File: src/rtl/core_uarch_pkg.sv
// Shared core micro-architecture types.
// Word/dword typedefs and datapath constants used across core units.
package core_uarch_pkg;
  typedef logic [31:0] word_t;
  typedef logic [63:0] dword_t;
  localparam int unsigned MUL_STEPS = 32;
endpackage

File: src/rtl/core_mul_step.sv
// One radix-2 shift-add step of the iterative multiplier.
// The same adder doubles as the 64-bit two's-complement negator.
module core_mul_step
  import core_uarch_pkg::*;
(
  input  logic [63:0] acc,
  input  logic [63:0] mcand,
  input  logic        mbit,
  input  logic        neg,
  output logic [63:0] sum
);
  dword_t x;
  dword_t y;

  always_comb begin
    x = neg ? ~acc : acc;
    y = (mbit && !neg) ? mcand : '0;
    sum = x + y + {63'b0, neg};
  end
endmodule

File: src/rtl/core_mul_iter.sv
// Iterative 32x32 multiplier with optional 64-bit result, sign and accumulate.
// Start can arrive in any state and restarts with the new operands.
module core_mul_iter
  import core_uarch_pkg::*;
(
  input  logic        clk,
  input  logic        rst,
  input  logic        start,
  input  logic [31:0] a,
  input  logic [31:0] b,
  input  logic [31:0] c_hi,
  input  logic [31:0] c_lo,
  input  logic        long_mul,
  input  logic        add,
  input  logic        sig,
  output logic [31:0] q_hi,
  output logic [31:0] q_lo,
  output logic        n,
  output logic        z,
  output logic        ready
);
  localparam logic [1:0] IDLE = 2'd0;
  localparam logic [1:0] RUN  = 2'd1;
  localparam logic [1:0] FIX  = 2'd2;
  localparam logic [1:0] DONE = 2'd3;

  logic [1:0] state;
  logic [4:0] cnt;
  logic       fix_ph;
  logic       neg_d;
  logic       lm;
  dword_t     acc;
  dword_t     mcand;
  word_t      mplier;
  dword_t     c_reg;

  logic       sa;
  logic       sb;
  dword_t     st_acc;
  logic       st_neg;
  logic       st_bit;
  dword_t     st_sum;
  dword_t     ac_x;
  dword_t     ac_y;
  dword_t     ac_sum;
  dword_t     res;

  assign sa = sig & long_mul & a[31];
  assign sb = sig & long_mul & b[31];

  // At start both adders are idle, so they form |a| and |b|.
  always_comb begin
    st_acc = acc;
    st_neg = 1'b0;
    st_bit = 1'b0;
    ac_x   = acc;
    ac_y   = c_reg;
    if (start) begin
      st_acc = {32'b0, a};
      st_neg = sa;
      ac_x   = {32'b0, b ^ {32{sb}}};
      ac_y   = {63'b0, sb};
    end else begin
      st_neg = (state == FIX) && !fix_ph && neg_d;
      st_bit = (state == RUN) && mplier[0];
    end
  end

  core_mul_step u_step (
    .acc   (st_acc),
    .mcand (mcand),
    .mbit  (st_bit),
    .neg   (st_neg),
    .sum   (st_sum)
  );

  assign ac_sum = ac_x + ac_y;
  assign res    = lm ? ac_sum : {32'b0, ac_sum[31:0]};

  always_ff @(posedge clk or posedge rst) begin
    if (rst) begin
      state  <= IDLE;
      cnt    <= '0;
      fix_ph <= 1'b0;
      neg_d  <= 1'b0;
      lm     <= 1'b0;
      acc    <= '0;
      mcand  <= '0;
      mplier <= '0;
      c_reg  <= '0;
      q_hi   <= '0;
      q_lo   <= '0;
      n      <= 1'b0;
      z      <= 1'b0;
      ready  <= 1'b0;
    end else if (start) begin
      state  <= RUN;
      cnt    <= '0;
      fix_ph <= 1'b0;
      neg_d  <= sa ^ sb;
      lm     <= long_mul;
      acc    <= '0;
      mcand  <= {32'b0, st_sum[31:0]};
      mplier <= ac_sum[31:0];
      c_reg  <= !add ? '0 :
                long_mul ? {c_hi, c_lo} : {32'b0, c_lo};
      ready  <= 1'b0;
    end else begin
      unique case (state)
        RUN: begin
          acc    <= st_sum;
          mcand  <= mcand << 1;
          mplier <= mplier >> 1;
          cnt    <= cnt + 5'd1;
          if (cnt == 5'(MUL_STEPS - 1)) begin
            state  <= FIX;
            fix_ph <= 1'b0;
          end
        end
        FIX: begin
          if (!fix_ph) begin
            if (neg_d) acc <= st_sum;
            fix_ph <= 1'b1;
          end else begin
            q_hi  <= res[63:32];
            q_lo  <= res[31:0];
            n     <= lm ? res[63] : res[31];
            z     <= (res == '0);
            ready <= 1'b1;
            state <= DONE;
          end
        end
        default: ;
      endcase
    end
  end
endmodule

File: config.mk
export PLATFORM = sky130hd
export DESIGN_NAME = core_mul_iter
export DESIGN_NICKNAME = d
export VERILOG_FILES = /design/src/rtl/core_uarch_pkg.sv /design/src/rtl/core_mul_step.sv /design/src/rtl/core_mul_iter.sv
export SDC_FILE = /design/constraint.sdc
export NUM_CORES = 1
export LEC_CHECK = 0
export CAP_MARGIN = 20
export CORE_MARGIN = 4
export CORE_UTILIZATION = 60
export CTS_BUF_LIST = sky130_fd_sc_hd__clkbuf_8
export CTS_CLUSTER_SIZE = 16
export DETAILED_ROUTE_END_ITERATION = 8
export PLACE_DENSITY = 0.83
export SETUP_SLACK_MARGIN = 0.15
export SYNTH_ARGS = -nofsm -noshare
export SYNTH_HDL_FRONTEND = slang
export SYNTH_SLANG_ARGS = --single-unit
File: constraint.sdc
create_clock -name clk -period 15.6 [get_ports clk]
set_clock_uncertainty 0.05 [all_clocks]
set_input_delay 4.68 -clock clk [delete_from_list [all_inputs] [get_ports clk]]
set_output_delay 4.68 -clock clk [all_outputs]
set_load 0.005 [all_outputs]
==> summary.txt <==
Die span in x -> 198 µm
DRT antenna net count -> 0
Min Tclk post-route -> 10.21 ns
Final hold viol count -> 0
Static leakage -> 11.8 nW
Design Power -> 2.20 mW
GPL Wtd Cong -> 0.951
Fmax -> 98.0 MHz
Clk Latency, worst-skew pair -> 0.64 ns
Sequential Area -> 7530 µm²
Num CTS Buffers -> 51
Sum of negative setup slack -> 0 ns
Mapped Cells -> 2,541
Post-synthesis instance area -> 21,600 µm²
Total overflow reported by the global router -> 0
Syn Area/Cell -> 8.51 µm²
Slowest stage cell, crit path -> buf_4
Area of the multi-input gates -> 13,500 µm²
Max-cap viol count -> 0
Power per Cell Area -> 88.2 nW/µm²
Synth top area share -> 0.349
Largest area contributor in the netlist -> dfrtp_1
Initial Util -> 0.608
First-pass DRT Iterations -> 5
Die area -> 39,100 µm²
Worst hold path class -> flop to flop
Via density per instance -> 6.21
Commonest non-fill, non-tap cell in the layout -> nand2_1
Cells after DPL -> 3,073
Worst path arrival time -> 10.72 ns
CP endpoint kind -> flop
Commonest cells after routing, fill and taps aside -> nand2_1 (370), dfrtp_1 (301), a21oi_1 (239), clkdlybuf4s50_1 (199), o21ai_0 (170)
Fillers -> 2,880
Largest net degree at the start of global routing -> 170
CTS Hold Bufs -> 0
Asr flop ratio synth -> 1.00
Sw power -> 0.710 mW
Outcome -> finished, final reports clean
Final worst path period share -> 0.654
Yosys cell types -> 79
CTS tree -> yes
Row cnt -> 69
Critical path required time -> 16.12 ns
DR WL/cell -> 20.8 µm
Clock network power share -> 0.346
Switching Share -> 0.322
Int Pwr -> 1.49 mW
Syn_nets -> 2,804
Nets -> 2,928
Buffers on Ports -> 200
RSZ-0062 raised after global routing -> no
CP peak stage delay -> 0.69 ns
Vias in the first global route -> 18,982
DP Area -> 23,900 µm²
DRC viols -> 0
Area delta synth->final -> 15.5%
First-pass GRT wire length -> 104,000 µm
Seq/Total Area, Yosys -> 0.349
Slew Viols, Final -> 0
H-tree levels -> 2
# resized after CTS -> 0
Setup Buffers After CTS -> 0
Synthesized flop and latch total -> 301
Core footprint -> 35,600 µm²
Leading post-synthesis cells by cell area -> dfrtp_1 (35%), ha_1 (7.4%), nand2_1 (6.4%)
Peak supply drop -> 0.0747 mV
Count of final setup violators -> 0
Clock Tree Buf Depth -> 3
Yosys warning count -> 0
Fin Hold WS -> 0.421 ns
Vias -> 19,633
CTS Root Cell -> clkbuf_8
Seq pwr share -> 0.410
Number of synthesized flops with an enable pin -> 0
DR iter-0 viols -> 1,477
Overall Global Routing Usage -> 0.330
Logic pwr share -> 0.244
CP Class -> input pin to flop
Post-DP HPWL -> 48,500 µm
Final instance area -> 25,000 µm²
Layout cells sized above 1 -> 0.0474
Critical path launch point type -> input pin
CTS sink cnt -> 301
Routed WL -> 65,800 µm
Post-route non-filler standard cell count -> 3,164
FF-to-FF setup slack -> 9.29 ns
Initial antenna violation count -> 2
Height of the die -> 198 µm
Cell mode on critical path -> buf_4
Least-Margin Pin Slew -> 1.15 ns
Worst slew margin -> 0.233
Predominant post-synthesis flop cell -> dfrtp_1
# IOs -> 201
CP Max Fanout -> 117
Cells along the critical path -> buf_8 > buf_4 > buf_4 > nor2b_1 > ha_1 > a41o_1 > a221oi_4 > nor2_2 > or4_4 > a2111oi_4 > nor2_1 > a32o_1 > or4_1 > nor4_1 > and4_1 > o2111ai_1 > nand2_1
Clock transition at path regs -> 0.06 ns
==> power groups by stage <==
stage                     clock, mW  combinational, mW  sequential [mW]
final                         0.762              0.538            0.903
after global routing          0.808              0.588            0.910
after CTS                     0.773              0.531            0.901
after detailed placement          0              0.526            0.914
after global placement            0              0.516            0.910
after floorplan                   0              0.374            0.895
==> worst paths after layout <==
| check | startpoint | endpoint | cells after the start |
|---|---|---|---|
| max | start | z | 17 |
| min | acc[33] | acc[33] | 2 |
| max reg2reg | state[1] | acc[60] | 17 |
| min reg2reg | acc[33] | acc[33] | 2 |
| max in group asynchronous | rst | mcand[5] | 3 |
| min in group asynchronous | rst | c_reg[0] | 2 |
==> layer usage <==
metal  global-route usage  share of wire
met2                0.507           0.45
met4                0.117          0.036
met5                    0        0.00018
met1                0.480           0.45
met3               0.0465          0.070
==> stage by stage <==
stage | worst slack [ns] | utilization
final | 5.39 | 0.702
after global routing | 4.91 | 0.702
after CTS | 5.47 | 0.702
after detailed placement | 4.80 | 0.671
after global placement | 5.00 | 0.671
after floorplan | 2.55 | -
==> final cells by class <==
type | instances | area share
antenna | 1 | 0.000100
clock buffer | 69 | 0.0380
clock inverter | 21 | 0.00581
inverter | 37 | 0.00586
multi-input combinational | 2057 | 0.539
sequential | 301 | 0.302
tap | 461 | 0.0231
timing repair buffer | 217 | 0.0860
==> logic make-up (layout without fill, tap and decap cells) <==
| group | count (synthesis) | count (layout) | share of synthesized area |
|---|---|---|---|
| AOI/OAI and AO/OA | 785 | 785 | 0.230 |
| xor gates and xnor gates | 211 | 211 | 0.0855 |
| DFF | 301 | 301 | 0.349 |
| adders and majority gates | 129 | 129 | 0.0754 |
| and+or+nand+nor | 854 | 854 | 0.192 |
| muxes | 78 | 78 | 0.0364 |
| other | 0 | 1 | 0 |
| buffers and inverters | 183 | 344 | 0.0318 |
==> synth_stat cells, drive strengths merged (6+ instances only) <==
master,count
nand2,370
a21o,123
and2,96
nand2b,17
inv,37
or4,9
a31oi,19
o2111ai,6
o31ai,20
nand3,39
o21a,21
xnor2,106
o21ai,187
ha,127
nor2b,109
nand4,26
mux2i,73
xor2,105
a21oi,240
clkbuf,136
dfrtp,301
nor2,110
a211oi,36
or3,12
buf,10
o211ai,14
o21bai,31
and3,14
a22o,35
nor3,19
==> critical path, delay by kind of cell <==
family | cells | cell delay, ns
adders and majority gates | 1 | 0.44
and+or+nand+nor | 8 | 2.09
buffers and inverters | 3 | 1.91
AOI/OAI and AO/OA | 5 | 1.45
(Power assumes the default switching activity.)
